==> src/rtl/pwm_panel_driver_if.sv <==
// pwm_panel_driver_if: host-side write and bank-swap bus of pwm_panel_driver.
// Signals:
//   wr_en/wr_chan/wr_addr/wr_data  write one intensity value into the back bank
//   swap_req                       request a front/back swap at the next frame boundary
//   swap_ack                       one-cycle pulse when the swap is performed
//   front_bank                     index of the bank currently displayed
// Modports: master = host, slave = driver.
interface pwm_panel_driver_if #(
    parameter int NUM_CHANNELS = 3,
    parameter int NUM_LEDS     = 16,
    parameter int VAL_W        = 8
);
    localparam int ADDR_W = $clog2(NUM_LEDS);
    localparam int CHAN_W = (NUM_CHANNELS > 1) ? $clog2(NUM_CHANNELS) : 1;

    logic              wr_en;
    logic [CHAN_W-1:0] wr_chan;
    logic [ADDR_W-1:0] wr_addr;
    logic [VAL_W-1:0]  wr_data;
    logic              swap_req;
    logic              swap_ack;
    logic              front_bank;

    modport master (
        output wr_en, wr_chan, wr_addr, wr_data, swap_req,
        input  swap_ack, front_bank
    );

    modport slave (
        input  wr_en, wr_chan, wr_addr, wr_data, swap_req,
        output swap_ack, front_bank
    );
endinterface

==> src/rtl/pwm_panel_driver.sv <==
// pwm_panel_driver: double-buffered per-LED/per-channel intensity frame, PWM time
// base and serialiser feeding NUM_CHANNELS panel shift chains.
// Ports:
//   clk, reset_n       clock, asynchronous active-low reset
//   enable             run PWM slices while high (a started slice always completes)
//   bus                host write / swap bus (slave side)
//   serial_data_out    one compare bit per chain, valid while shift is high
//   shift, latch       panel shift and output-latch strobes
//   frame_done         pulse with the last latch of a PWM frame
module pwm_panel_driver #(
    parameter int NUM_CHANNELS = 3,
    parameter int NUM_LEDS     = 16,
    parameter int VAL_W        = 8
) (
    input  logic                    clk,
    input  logic                    reset_n,
    input  logic                    enable,
    pwm_panel_driver_if.slave       bus,
    output logic [NUM_CHANNELS-1:0] serial_data_out,
    output logic                    shift,
    output logic                    latch,
    output logic                    frame_done
);
    localparam int ADDR_W = $clog2(NUM_LEDS);

    typedef enum logic [1:0] {IDLE, SHIFT, LATCH} state_e;

    state_e                  state_q, state_d;
    logic [ADDR_W-1:0]       idx_q, idx_d;
    logic [VAL_W-1:0]        pwm_time_q, pwm_time_d;
    logic                    front_q, front_d;
    logic                    pend_q, pend_d;
    logic [NUM_CHANNELS-1:0] sdo_q, sdo_d;
    logic                    shift_q, shift_d;
    logic                    latch_q, latch_d;
    logic                    done_q, done_d;
    logic                    ack_q, ack_d;
    logic [VAL_W-1:0]        mem_q [2][NUM_CHANNELS][NUM_LEDS];
    logic [VAL_W-1:0]        mem_d [2][NUM_CHANNELS][NUM_LEDS];

    always_comb begin
        state_d    = state_q;
        idx_d      = idx_q;
        pwm_time_d = pwm_time_q;
        front_d    = front_q;
        pend_d     = pend_q | bus.swap_req;
        sdo_d      = '0;
        shift_d    = 1'b0;
        latch_d    = 1'b0;
        done_d     = 1'b0;
        ack_d      = 1'b0;
        mem_d      = mem_q;
        // Writes go to the back bank as seen before this edge.
        if (bus.wr_en && (int'(bus.wr_chan) < NUM_CHANNELS) && (int'(bus.wr_addr) < NUM_LEDS))
            mem_d[~front_q][bus.wr_chan][bus.wr_addr] = bus.wr_data;
        case (state_q)
            IDLE: begin
                if (enable) begin
                    state_d = SHIFT;
                    idx_d   = ADDR_W'(NUM_LEDS - 1);
                end
            end
            SHIFT: begin
                shift_d = 1'b1;
                for (int c = 0; c < NUM_CHANNELS; c++)
                    sdo_d[c] = mem_q[front_q][c][idx_q] > pwm_time_q;
                idx_d   = idx_q - 1'b1;
                state_d = (idx_q == '0) ? LATCH : SHIFT;
            end
            LATCH: begin
                latch_d    = 1'b1;
                pwm_time_d = pwm_time_q + 1'b1;
                idx_d      = ADDR_W'(NUM_LEDS - 1);
                state_d    = enable ? SHIFT : IDLE;
                // Frame boundary: the only point where the displayed bank may change.
                if (&pwm_time_q) begin
                    done_d = 1'b1;
                    if (pend_d) begin
                        front_d = ~front_q;
                        pend_d  = 1'b0;
                        ack_d   = 1'b1;
                    end
                end
            end
            default: state_d = IDLE;
        endcase
    end

    always_ff @(posedge clk or negedge reset_n) begin
        if (!reset_n) begin
            state_q    <= IDLE;
            idx_q      <= '0;
            pwm_time_q <= '0;
            front_q    <= 1'b0;
            pend_q     <= 1'b0;
            sdo_q      <= '0;
            shift_q    <= 1'b0;
            latch_q    <= 1'b0;
            done_q     <= 1'b0;
            ack_q      <= 1'b0;
            mem_q      <= '{default: '0};
        end else begin
            state_q    <= state_d;
            idx_q      <= idx_d;
            pwm_time_q <= pwm_time_d;
            front_q    <= front_d;
            pend_q     <= pend_d;
            sdo_q      <= sdo_d;
            shift_q    <= shift_d;
            latch_q    <= latch_d;
            done_q     <= done_d;
            ack_q      <= ack_d;
            mem_q      <= mem_d;
        end
    end

    assign serial_data_out = sdo_q;
    assign shift           = shift_q;
    assign latch           = latch_q;
    assign frame_done      = done_q;
    assign bus.swap_ack    = ack_q;
    assign bus.front_bank  = front_q;
endmodule

==> src/flat_wrapper.sv <==
// flat-port wrapper written by rule: the top's interface ports become plain ports
module pwm_panel_driver_flat 
#(
    parameter int NUM_CHANNELS = 3,
    parameter int NUM_LEDS     = 16,
    parameter int VAL_W        = 8
)
  (clk, reset_n, enable, serial_data_out, shift, latch, frame_done, bus_wr_en, bus_wr_chan, bus_wr_addr, bus_wr_data, bus_swap_req, bus_swap_ack, bus_front_bank);
  pwm_panel_driver_if #(.NUM_CHANNELS(NUM_CHANNELS), .NUM_LEDS(NUM_LEDS), .VAL_W(VAL_W)) bus_i ();
  input  logic clk;
  input  logic reset_n;
  input  logic enable;
  output logic [NUM_CHANNELS-1:0] serial_data_out;
  output logic shift;
  output logic latch;
  output logic frame_done;
  input wire logic [$bits(bus_i.wr_en)-1:0] bus_wr_en;
  input wire logic [$bits(bus_i.wr_chan)-1:0] bus_wr_chan;
  input wire logic [$bits(bus_i.wr_addr)-1:0] bus_wr_addr;
  input wire logic [$bits(bus_i.wr_data)-1:0] bus_wr_data;
  input wire logic [$bits(bus_i.swap_req)-1:0] bus_swap_req;
  output wire logic [$bits(bus_i.swap_ack)-1:0] bus_swap_ack;
  output wire logic [$bits(bus_i.front_bank)-1:0] bus_front_bank;
  assign bus_i.wr_en = bus_wr_en;
  assign bus_i.wr_chan = bus_wr_chan;
  assign bus_i.wr_addr = bus_wr_addr;
  assign bus_i.wr_data = bus_wr_data;
  assign bus_i.swap_req = bus_swap_req;
  assign bus_swap_ack = bus_i.swap_ack;
  assign bus_front_bank = bus_i.front_bank;
  pwm_panel_driver #(.NUM_CHANNELS(NUM_CHANNELS), .NUM_LEDS(NUM_LEDS), .VAL_W(VAL_W)) u_core (.clk(clk), .reset_n(reset_n), .enable(enable), .bus(bus_i), .serial_data_out(serial_data_out), .shift(shift), .latch(latch), .frame_done(frame_done));
endmodule
==> config.mk <==
export PLATFORM = sky130hd
export DESIGN_NAME = pwm_panel_driver_flat
export DESIGN_NICKNAME = d
export VERILOG_FILES = /design/src/rtl/pwm_panel_driver_if.sv /design/src/rtl/pwm_panel_driver.sv /design/src/flat_wrapper.sv
export SDC_FILE = /design/constraint.sdc
export NUM_CORES = 1
export LEC_CHECK = 0
export CAP_MARGIN = 15
export CORE_MARGIN = 3
export CORE_UTILIZATION = 55
export DETAILED_ROUTE_END_ITERATION = 10
export GPL_ROUTABILITY_DRIVEN = 0
export GPL_TIMING_DRIVEN = 1
export HOLD_SLACK_MARGIN = 0.02
export PLACE_DENSITY = 0.77
export SYNTH_ARGS = -nofsm -noshare
export SYNTH_HDL_FRONTEND = slang
export SYNTH_SLANG_ARGS = --single-unit
==> constraint.sdc <==
create_clock -name clk -period 3.7 [get_ports clk]
set_input_delay 0.74 -clock clk [delete_from_list [all_inputs] [get_ports clk]]
set_output_delay 0.74 -clock clk [all_outputs]
set_load 0.005 [all_outputs]
# After elaboration in Yosys (flattened, before gate mapping)
# Cells that the tools add are included.
[word_totals]
register_bits = 791
input_bits = 19
output_inout_bits = 8
wordCells = 175
[classes]
add_sub_neg = 2
order_cmp = 12
eq_ne = 3
mux = 35
bitwise_logic = 7
n_reduce_logical = 10
[op_table]
columns = ["cell", "count"]
rows = [
  ["$mux 384", 4],
  ["$bwmux 768", 1],
  ["$demux 384 s1", 1],
  ["$demux 128 s2", 1],
  ["$mux 128", 1],
  ["$bmux 8 s4", 3],
  ["$mux 8", 7],
  ["$demux 8 s4", 1],
  ["$gt 8x8->1", 3],
  ["$pmux 4 s3", 1],
  ["$ge 5x5->1 const B", 2],
  ["$mux 1", 10],
  ["$not 4->5", 2],
  ["$reduce_and 10->1", 1],
  ["$add 8x1->8 const B", 1],
  ["$reduce_and 8->1", 1],
  ["$pmux 2 s3", 1],
  ["$lt 5x1->1 const B", 1],
  ["$ge 2x2->1 const B", 2],
  ["$logic_and 1x1->1", 4],
  ["$logic_not 4->1", 1],
  ["$mux 2", 2],
  ["$mux 4", 1],
  ["$not 1->2", 2],
  ["other kinds (15)", 15],
]

# Logic depth before layout (Yosys ltp)
# Gate-level depths: netlist (run 1).
[logic_depth]
depth_word = 10
ltp_mapped = 14
depth_no_buf = 11

# Least setup slack after synthesis (run 1)
# OpenSTA, ideal clock, no wires.
[synth_timing]
path_type = "register -> register"
startpoint = "register u_core.front_q (netlist: u_core.bus.front_bank)"
endpoint = "register u_core.sdo_q[1] (netlist: u_core.serial_data_out[1])"
setup_time_ns = 0.124
arrival_time_ns = 2.484
required_ns = 3.576
path_slack_ns = 1.093
stages_incl_launch_ff = 14
path_buffers = 3
period_less_slack_ns = 2.607
cell_sequence = "dfrtp_1 buf_4 buf_6 nor2_1 clkbuf_1 a22oi_1 nand3_1 nand4_1 ha_1 nor2b_1 o21a_1 o21a_1 o21bai_1 a21oi_1"
[synth_via]
elab_chain_len = 9
[synth_rtl]
columns = ["element", "line_no", "rtl"]
rows = [
  ["start: declaration", "pwm_panel_driver.sv:31", "logic front_q, front_d;"],
  ["start signal: assignment", "pwm_panel_driver.sv:106", "front_q <= front_d;"],
  ["$not 1->2 (not written as such)", "pwm_panel_driver.sv:66", "sdo_d[c] = mem_q[front_q][c][idx_q] > pwm_time_q;"],
  ["$mux 384 (3 in a row)", "n/a", ""],
  ["$bmux 8 s4", "pwm_panel_driver.sv:66", ""],
  ["$mux 8 (not written as such) (2 in a row)", "pwm_panel_driver.sv:66", ""],
  ["$gt 8x8->1", "pwm_panel_driver.sv:66", ""],
  ["$mux 3", "pwm_panel_driver.sv:56", "case (state_q)"],
  ["net u_core.sdo_d[1]", "pwm_panel_driver.sv:33", "logic [NUM_CHANNELS-1:0] sdo_q, sdo_d;"],
  ["end signal: assignment", "pwm_panel_driver.sv:108", "sdo_q <= sdo_d;"],
  ["end: declaration", "pwm_panel_driver.sv:33", ""],
]
# The timed path passes the listed nets, and every way through them passes these cells. The select of a mux whose other input is x is not followed.
# A chain may end at the register's enable or synchronous reset.

# Final worst setup path (run 1)
[layout_timing]
startpoint = "register u_core.idx_q[0]"
endpoint = "register u_core.sdo_q[0] (netlist: u_core.serial_data_out[0])"
[layout_via]
elab_chain_len = 6
[layout_rtl]
columns = ["element", "line_no", "rtl"]
rows = [
  ["start: declaration", "pwm_panel_driver.sv:29", "logic [ADDR_W-1:0] idx_q, idx_d;"],
  ["start signal: assignment", "pwm_panel_driver.sv:104", "idx_q <= idx_d;"],
  ["$not 4->5 (not written as such)", "pwm_panel_driver.sv:66", ""],
  ["$bmux 8 s4", "pwm_panel_driver.sv:66", ""],
  ["$mux 8 (not written as such) (2 in a row)", "pwm_panel_driver.sv:66", ""],
  ["$gt 8x8->1", "pwm_panel_driver.sv:66", ""],
  ["$mux 3", "pwm_panel_driver.sv:56", ""],
  ["net u_core.sdo_d[0]", "pwm_panel_driver.sv:33", ""],
]
# The timed path passes the listed nets, and every way through them passes these cells. The select of a mux whose other input is x is not followed.

==> results.py, run 1 <==
metrics = {
    "status": {
        "status": "complete, no violations",
    },
    "setup_path": {
        "r2r_cells": 10,
        "r2r_end": "u_core.serial_data_out[0]",
        "crit_cells": 10,
        "cp_slowest_stage_delay_ps": 880,
        "cp_max_fo": 31,
        "start_kind": "flop",
        "crit_type": "flop to flop",
        "critPathBufInv": 0,
        "cpMaxStageDelayCell": "dfrtp_4",
        "critPathArrivalTime_ps": 3820,
        "reg2reg_slack_ps": 400,
        "worstReg2RegStart": "u_core.idx_q[0]",
        "end_kind": "flop",
        "critPathTopFamily": "compound AO/OA/AOI/OAI gates",
        "required_ps": 4220,
        "crit_chain": "and2_1 -> a22o_1 -> nor3_1 -> a31oi_1 -> nand3_1 -> ha_1 -> a21o_1 -> a21o_1 -> a21oi_1 -> a21oi_1",
    },
    "cts": {
        "cts_max_path_buffers": 3,
        "ctsHoldBuffers": 0,
        "cts_buffers": 82,
        "cts_tree": "done",
        "clk_root_buffer_cell": "clkbuf_16",
        "insertion_delay_ps": 640,
        "htreeDepth": 3,
        "post_cts.repair.setup_buffers": 0,
        "numClockSinks": 791,
        "cts_resized": 0,
        "cts.clk_slew.worst_paths_ps": 70,
    },
    "die": {
        "initial_core_util_pct": 56.0,
        "coreArea_um2": 66300,
        "ios": 27,
        "rows": 94,
        "die_h_um": 266,
        "die_w_um": 266,
        "design.die.area_um2": 70700,
    },
    "synthesis": {
        "synth_top_area_share_pct": 53.3,
        "ys_seq_area_share_pct": 53.3,
        "synth_edf_count": 0,
        "yosys-top-cells-area": "dfrtp_1 (53%), mux2_2 (23%), mux2i_1 (8.9%), a22oi_1 (3.0%), mux4_2 (1.6%)",
        "synth_common_cells": "dfrtp_1 (791), mux2_2 (761), mux2i_1 (332)",
        "yosys.area.top_type": "dfrtp_1",
        "avgSynthCellArea_um2": 13.9,
        "yosysWarnings": 0,
        "synth_area_um2": 37100,
        "synth_nets": 2725,
        "async_flop_share_pct": 100,
        "ys_seq_elements": 791,
        "synth_most_common_cell": "dfrtp_1",
        "synth_flop_cell": "dfrtp_1",
        "synth_cell_types": 51,
        "synthCells": 2680,
    },
    "timing": {
        "hold_viol": 0,
        "setup_viol": 0,
        "hold_slack_ps": 122,
        "finalSetupTns_ps": 0,
        "drv_slew": 0,
        "tightest_slew_ps": 1210,
        "fmax_ghz": 0.303,
        "fin_crit_ps": 3300,
        "slew_headroom_pct": 19.4,
        "rsz0062_at_grt": "false",
        "skew_ps": 28.9,
        "fin_crit_sh_pct": 89.2,
    },
    "placed_design": {
        "place_hpwl_um": 61500,
        "port_buffers": 26,
    },
    "drt": {
        "via_per_inst": 6.40,
        "dr_total_vias": 23100,
        "wl_um": 95700,
        "postRouteAntennaNets": 0,
        "firstDrtPassIters": 5,
        "wire_per_inst_um": 26.5,
        "drc": 0,
        "drt_iter0_markers": 2015,
    },
    "power": {
        "vdd_drop_max_mv": 0.426,
        "powerDensity_nw_per_um2": 586,
        "power.leakage_nw": 20.5,
    },
    "final_layout": {
        "final_core_util_pct": 62.3,
        "drive_gt1_share_pct": 39.8,
        "fillers": 4939,
        "syn2layout_area_growth_pct": 11.2,
        "fin_nets": 2736,
    },
    "global_routing": {
        "grt_max_degree": 109,
        "grt-ovfl-total": 0,
        "grt_pass1_vias": 24600,
        "grt_pass1_wl_um": 150000,
        "track_usage_pct": 27.6,
        "antenna_found_initial": 2,
    },
    "min_path": {
        "hold_path.class": "input pin to async pin",
    },
    "run": {
        "drv_cap": 0,
    },
}
[per-layer routing]
| metal | wire (µm) | vias up | GRT usage [%] | part of all wire (%) |
|---|---|---|---|---|
| met5 | 0 | - | 0 | 0 |
| met4 | 2820 | 0 | 9.22 | 2.9 |
| met3 | 6830 | 161 | 5.57 | 7.1 |
| met2 | 45600 | 822 | 44.4 | 48 |
| met1 | 40500 | 12300 | 37.8 | 42 |
| li1 | - | 9858 | - | - |
[how the worst max path moves through the flow]
| stage | startpoint | end |
|---|---|---|
| 5_1_grt | u_core.idx_q[0] | u_core.serial_data_out[0] |
| 3_5_place_dp | u_core.idx_q[0] | u_core.serial_data_out[1] |
| 6_report | u_core.idx_q[0] | u_core.serial_data_out[0] |
| 3_3_place_gp | u_core.idx_q[0] | u_core.serial_data_out[0] |
| 4_1_cts | u_core.idx_q[0] | u_core.serial_data_out[1] |
| 2_1_floorplan | u_core.bus.front_bank | u_core.serial_data_out[1] |
[sequential cells by signal (all words and copies together) (netlist names)]
signal                  cells
u_core.mem_q              768
u_core.pwm_time_q           8
u_core.idx_q                4
u_core.serial_data_out      3
u_core.state_q              2
u_core.bus.front_bank       1
u_core.bus.swap_ack         1
u_core.frame_done           1
u_core.latch                1
u_core.pend_q               1
u_core.shift                1
[kinds of logic after synthesis]
kind of cell               count (synthesis)  share of synthesized area, %
and+or+nand+nor                          316                          5.33
xor gates and xnor gates                   8                         0.189
buffers and inverters                    198                          2.34
muxes                                   1126                          33.8
DFF                                      791                          53.3
AOI/OAI and AO/OA                        215                          4.17
adders and majority gates                 26                         0.876
[through the flow]
stage	worst slack, ps	power [mW]	instances	instance area [µm²]
detailed placement	422	15.9	3471	38600
global route	249	25.2	3618	41300
floorplan	1090	13.8	2680	37100
finish	398	24.2	3619	41300
global placement	465	15.7	3471	38600
CTS	420	24.3	3618	41300
[power breakdown]
part           internal [mW]  leakage [nW]  switching, mW  total [mW]
Clock                   4.94          1.34           3.44        8.38
Combinational           2.57          8.38           3.51        6.08
Sequential              9.27          10.8          0.499        9.76
Total                   16.8          20.5           7.45        24.2
[layout by cell type, fill, tap and decap left out, types with 29 or more instances in the layout]
cell / Yosys / layout
a22oi_1: 148 / 148
mux2i_1: 332 / 332
a21oi_1: 29 / 29
mux2_2: 761 / 761
nand2_2: 31 / 31
dfrtp_1: 791 / 789
nand3_1: 82 / 82
buf_4: 6 / 78
clkbuf_16: 0 / 85
nand2_1: 71 / 71
[layout make-up]
| type | instances | area, µm² | area share [%] |
|---|---|---|---|
| Antenna cell | 1 | 2.50 | 0.00606 |
| Tap cell | 864 | 1080 | 2.62 |
| Sequential cell | 791 | 19800 | 48.0 |
| Timing Repair Buffer | 114 | 1130 | 2.74 |
| Multi-Input combinational cell | 1691 | 16500 | 40.0 |
| Clock inverter | 24 | 312 | 0.754 |
| Inverter | 11 | 41.3 | 0.100 |
| Clock buffer | 123 | 2410 | 5.84 |
No activity file was read; power rests on OpenSTA's default activity.
==> run 2: changes to the inputs <==
--- a/config.mk
+++ b/config.mk
@@ -8,8 +8,8 @@
 export CAP_MARGIN = 15
 export CORE_MARGIN = 3
 export CORE_UTILIZATION = 55
+export CTS_CLUSTER_DIAMETER = 60
 export DETAILED_ROUTE_END_ITERATION = 10
-export GPL_ROUTABILITY_DRIVEN = 0
 export GPL_TIMING_DRIVEN = 1
 export HOLD_SLACK_MARGIN = 0.02
 export PLACE_DENSITY = 0.77
==> constraint.sdc (replaced) <==
create_clock -name clk -period 3.1 [get_ports clk]
set_input_delay 0.62 -clock clk [delete_from_list [all_inputs] [get_ports clk]]
set_output_delay 0.62 -clock clk [all_outputs]
set_load 0.005 [all_outputs]
==> run 2 against run 1 <==
Utilization grew 1.4 points. Worst setup slack lost 350 ps. Combinational power grew 26%. Flip-flop and latch count is the same. Sequential share of layout area shrank 1.1 points. Clock power grew 28%. Routed wire length shrank 1.3%. Cell area grew 2.3%. Worst hold slack gained 370 ps. Cell count grew 1.8%. Critical path depth grew 1. Critical endpoint is now u_core.serial_data_out[1]. Highest routed layer is now met5.
==> results.py, run 2 (synthesis results as in run 1) <==
metrics = {
    "timing": {
        "drv_slew": 0,
        "fmax_ghz": 0.327,
        "hold_slack_ps": 488,
        "hold_viol": 0,
        "setup_viol": 0,
        "tightest_slew_ps": 826,
        "slew_headroom_pct": 44.9,
        "fin_crit_sh_pct": 98.6,
        "setup_ws_ps": 44.6,
        "skew_ps": 18.6,
        "fin_crit_ps": 3060,
    },
    "placed_design": {
        "place_congestion": 0.912,
        "port_buffers": 26,
        "place_hpwl_um": 63900,
        "placed_cells": 3523,
        "placed_area_um2": 39200,
        "dpl_worst_slack_ps": -8.26,
    },
    "setup_path": {
        "crit_top_cell": "o21a_1",
        "required_ps": 3620,
        "cp_max_fo": 29,
        "crit_type": "flop to flop",
        "end_kind": "flop",
        "start_kind": "flop",
        "cp_slowest_stage_delay_ps": 620,
        "critPathArrivalTime_ps": 3570,
        "crit_chain": "buf_16 -> mux4_2 -> a22oi_1 -> nand3_1 -> a221oi_2 -> ha_1 -> nor2b_1 -> o21a_1 -> o21a_1 -> o21bai_1 -> a21oi_1",
        "cpMaxStageDelayCell": "dfrtp_4",
    },
    "die": {
        "ios": 27,
        "design.die.area_um2": 70700,
        "die_w_um": 266,
        "rows": 94,
        "initial_core_util_pct": 56.0,
        "die_h_um": 266,
        "coreArea_um2": 66300,
    },
    "power": {
        "powerDensity_nw_per_um2": 709,
        "p_total_mw": 30.0,
        "power.leakage_nw": 21.0,
        "vdd_drop_max_mv": 0.415,
    },
    "global_routing": {
        "grt_pass1_vias": 24800,
        "use_met1_pct": 38.2,
        "antenna_found_initial": 1,
        "grt_pass1_wl_um": 148000,
        "use_met3_pct": 4.88,
        "grtUsageMet2_pct": 42.8,
        "grt-ovfl-total": 0,
        "busiest_layer": "met2",
        "track_usage_pct": 27.2,
        "grt_max_degree": 110,
    },
    "final_layout": {
        "largestRegisters": "u_core.mem_q: 768 flops, u_core.pwm_time_q: 8 flops, u_core.idx_q: 4 flops",
        "drive_gt1_share_pct": 41.7,
        "fin_cells": 3684,
        "syn2layout_area_growth_pct": 13.7,
        "final_common_cell": "dfrtp_1",
        "largest_reg_flops": 768,
        "diodes": 0,
        "layout_common_cells": "dfrtp_1 (789), mux2_2 (761), mux2i_1 (332), a22oi_1 (148), buf_4 (117)",
        "top_register": "u_core.mem_q",
        "fin_nets": 2798,
        "stdcell_area_um2": 42200,
    },
    "drt": {
        "postRouteAntennaNets": 0,
        "via_per_inst": 6.34,
        "drc": 0,
        "drt_iter0_markers": 1939,
        "firstDrtPassIters": 5,
        "dr_total_vias": 23300,
        "wl_um": 94500,
        "wire_per_inst_um": 25.6,
    },
    "cts": {
        "clk_root_buffer_cell": "clkbuf_16",
        "insertion_delay_ps": 640,
        "htreeDepth": 3,
        "numClockSinks": 791,
        "cts_buffers": 85,
        "cts_tree": "done",
        "cts.clk_slew.worst_paths_ps": 60,
        "cts_max_path_buffers": 3,
    },
    "run": {
        "drv_cap": 0,
    },
    "min_path": {
        "hold_path.class": "flop to flop",
    },
    "status": {
        "status": "complete, no violations",
    },
}
## run 2: cell count changes in the layout (fill, tap and decap cells not counted), sizes merged
cell,delta
bufinv,+6
buf,+58
clkinvlp,+2
clkinv,+4
diode,-1
clkbuf,-6
dlygate4sd3,+1
inv,+1
## run 2: metal layers
metal	vias up	part of all wire (%)
li1	9998	-
met1	12400	44
met2	743	47
met3	159	6.2
met4	2	3.3
met5	-	0.014
## run 2: where the power goes
part           total [mW]  internal, mW  switching (mW)
registers            11.6          11.1           0.513
logic                7.67          3.38            4.28
clock network        10.7          6.53            4.18
## run 2: layout make-up
class | instances | area, µm²
clock inverter | 37 | 527
timing repair buffer | 173 | 1820
tap | 864 | 1080
sequential | 791 | 19800
multi-input combinational | 1691 | 16500
inverter | 11 | 41.3
clock buffer | 117 | 2450
fill | 4801 | 24100
## run 2: timing repair
item                                   4_1_cts  5_1_grt
gates resized for setup                      1        2
setup endpoints to repair                    1        3
hold buffers                                 1        0
setup buffers                                0        6
endpoints found under the hold margin       45        0
pin swaps                                    0        0
## run 2: worst paths after layout
| path | start | to | slack [ps] | depth (start not counted) |
|---|---|---|---|---|
| max | u_core.idx_q[0] | u_core.serial_data_out[1] | 40 | 11 |
| min | u_core.pend_q | u_core.pend_q | 490 | 2 |
| max reg2reg | u_core.idx_q[0] | u_core.serial_data_out[1] | 40 | 11 |
| min reg2reg | u_core.pend_q | u_core.pend_q | 490 | 2 |
| max in group asynchronous | reset_n | u_core.mem_q[699] | 1550 | 3 |
| min in group asynchronous | reset_n | u_core.mem_q[495] | 530 | 2 |
## run 2: through the flow
stage	utilization [%]	TNS (ps)
floorplan	-	0
global placement	59.1	-0.427
detailed placement	59.1	-8.26
CTS	63.6	0
global route	63.7	-1.00
finish	63.7	0
## run 2: worst max-delay path, delay by kind of cell, from the launching register on
family                   cells  cell delay [ps]
buffers and inverters        1              290
AND/OR/NAND/NOR              2              300
AO/OA/AOI/OAI                6             1120
flip-flops                   1              620
adder cells (fa/ha/maj)      1              230
multiplexers                 1              360
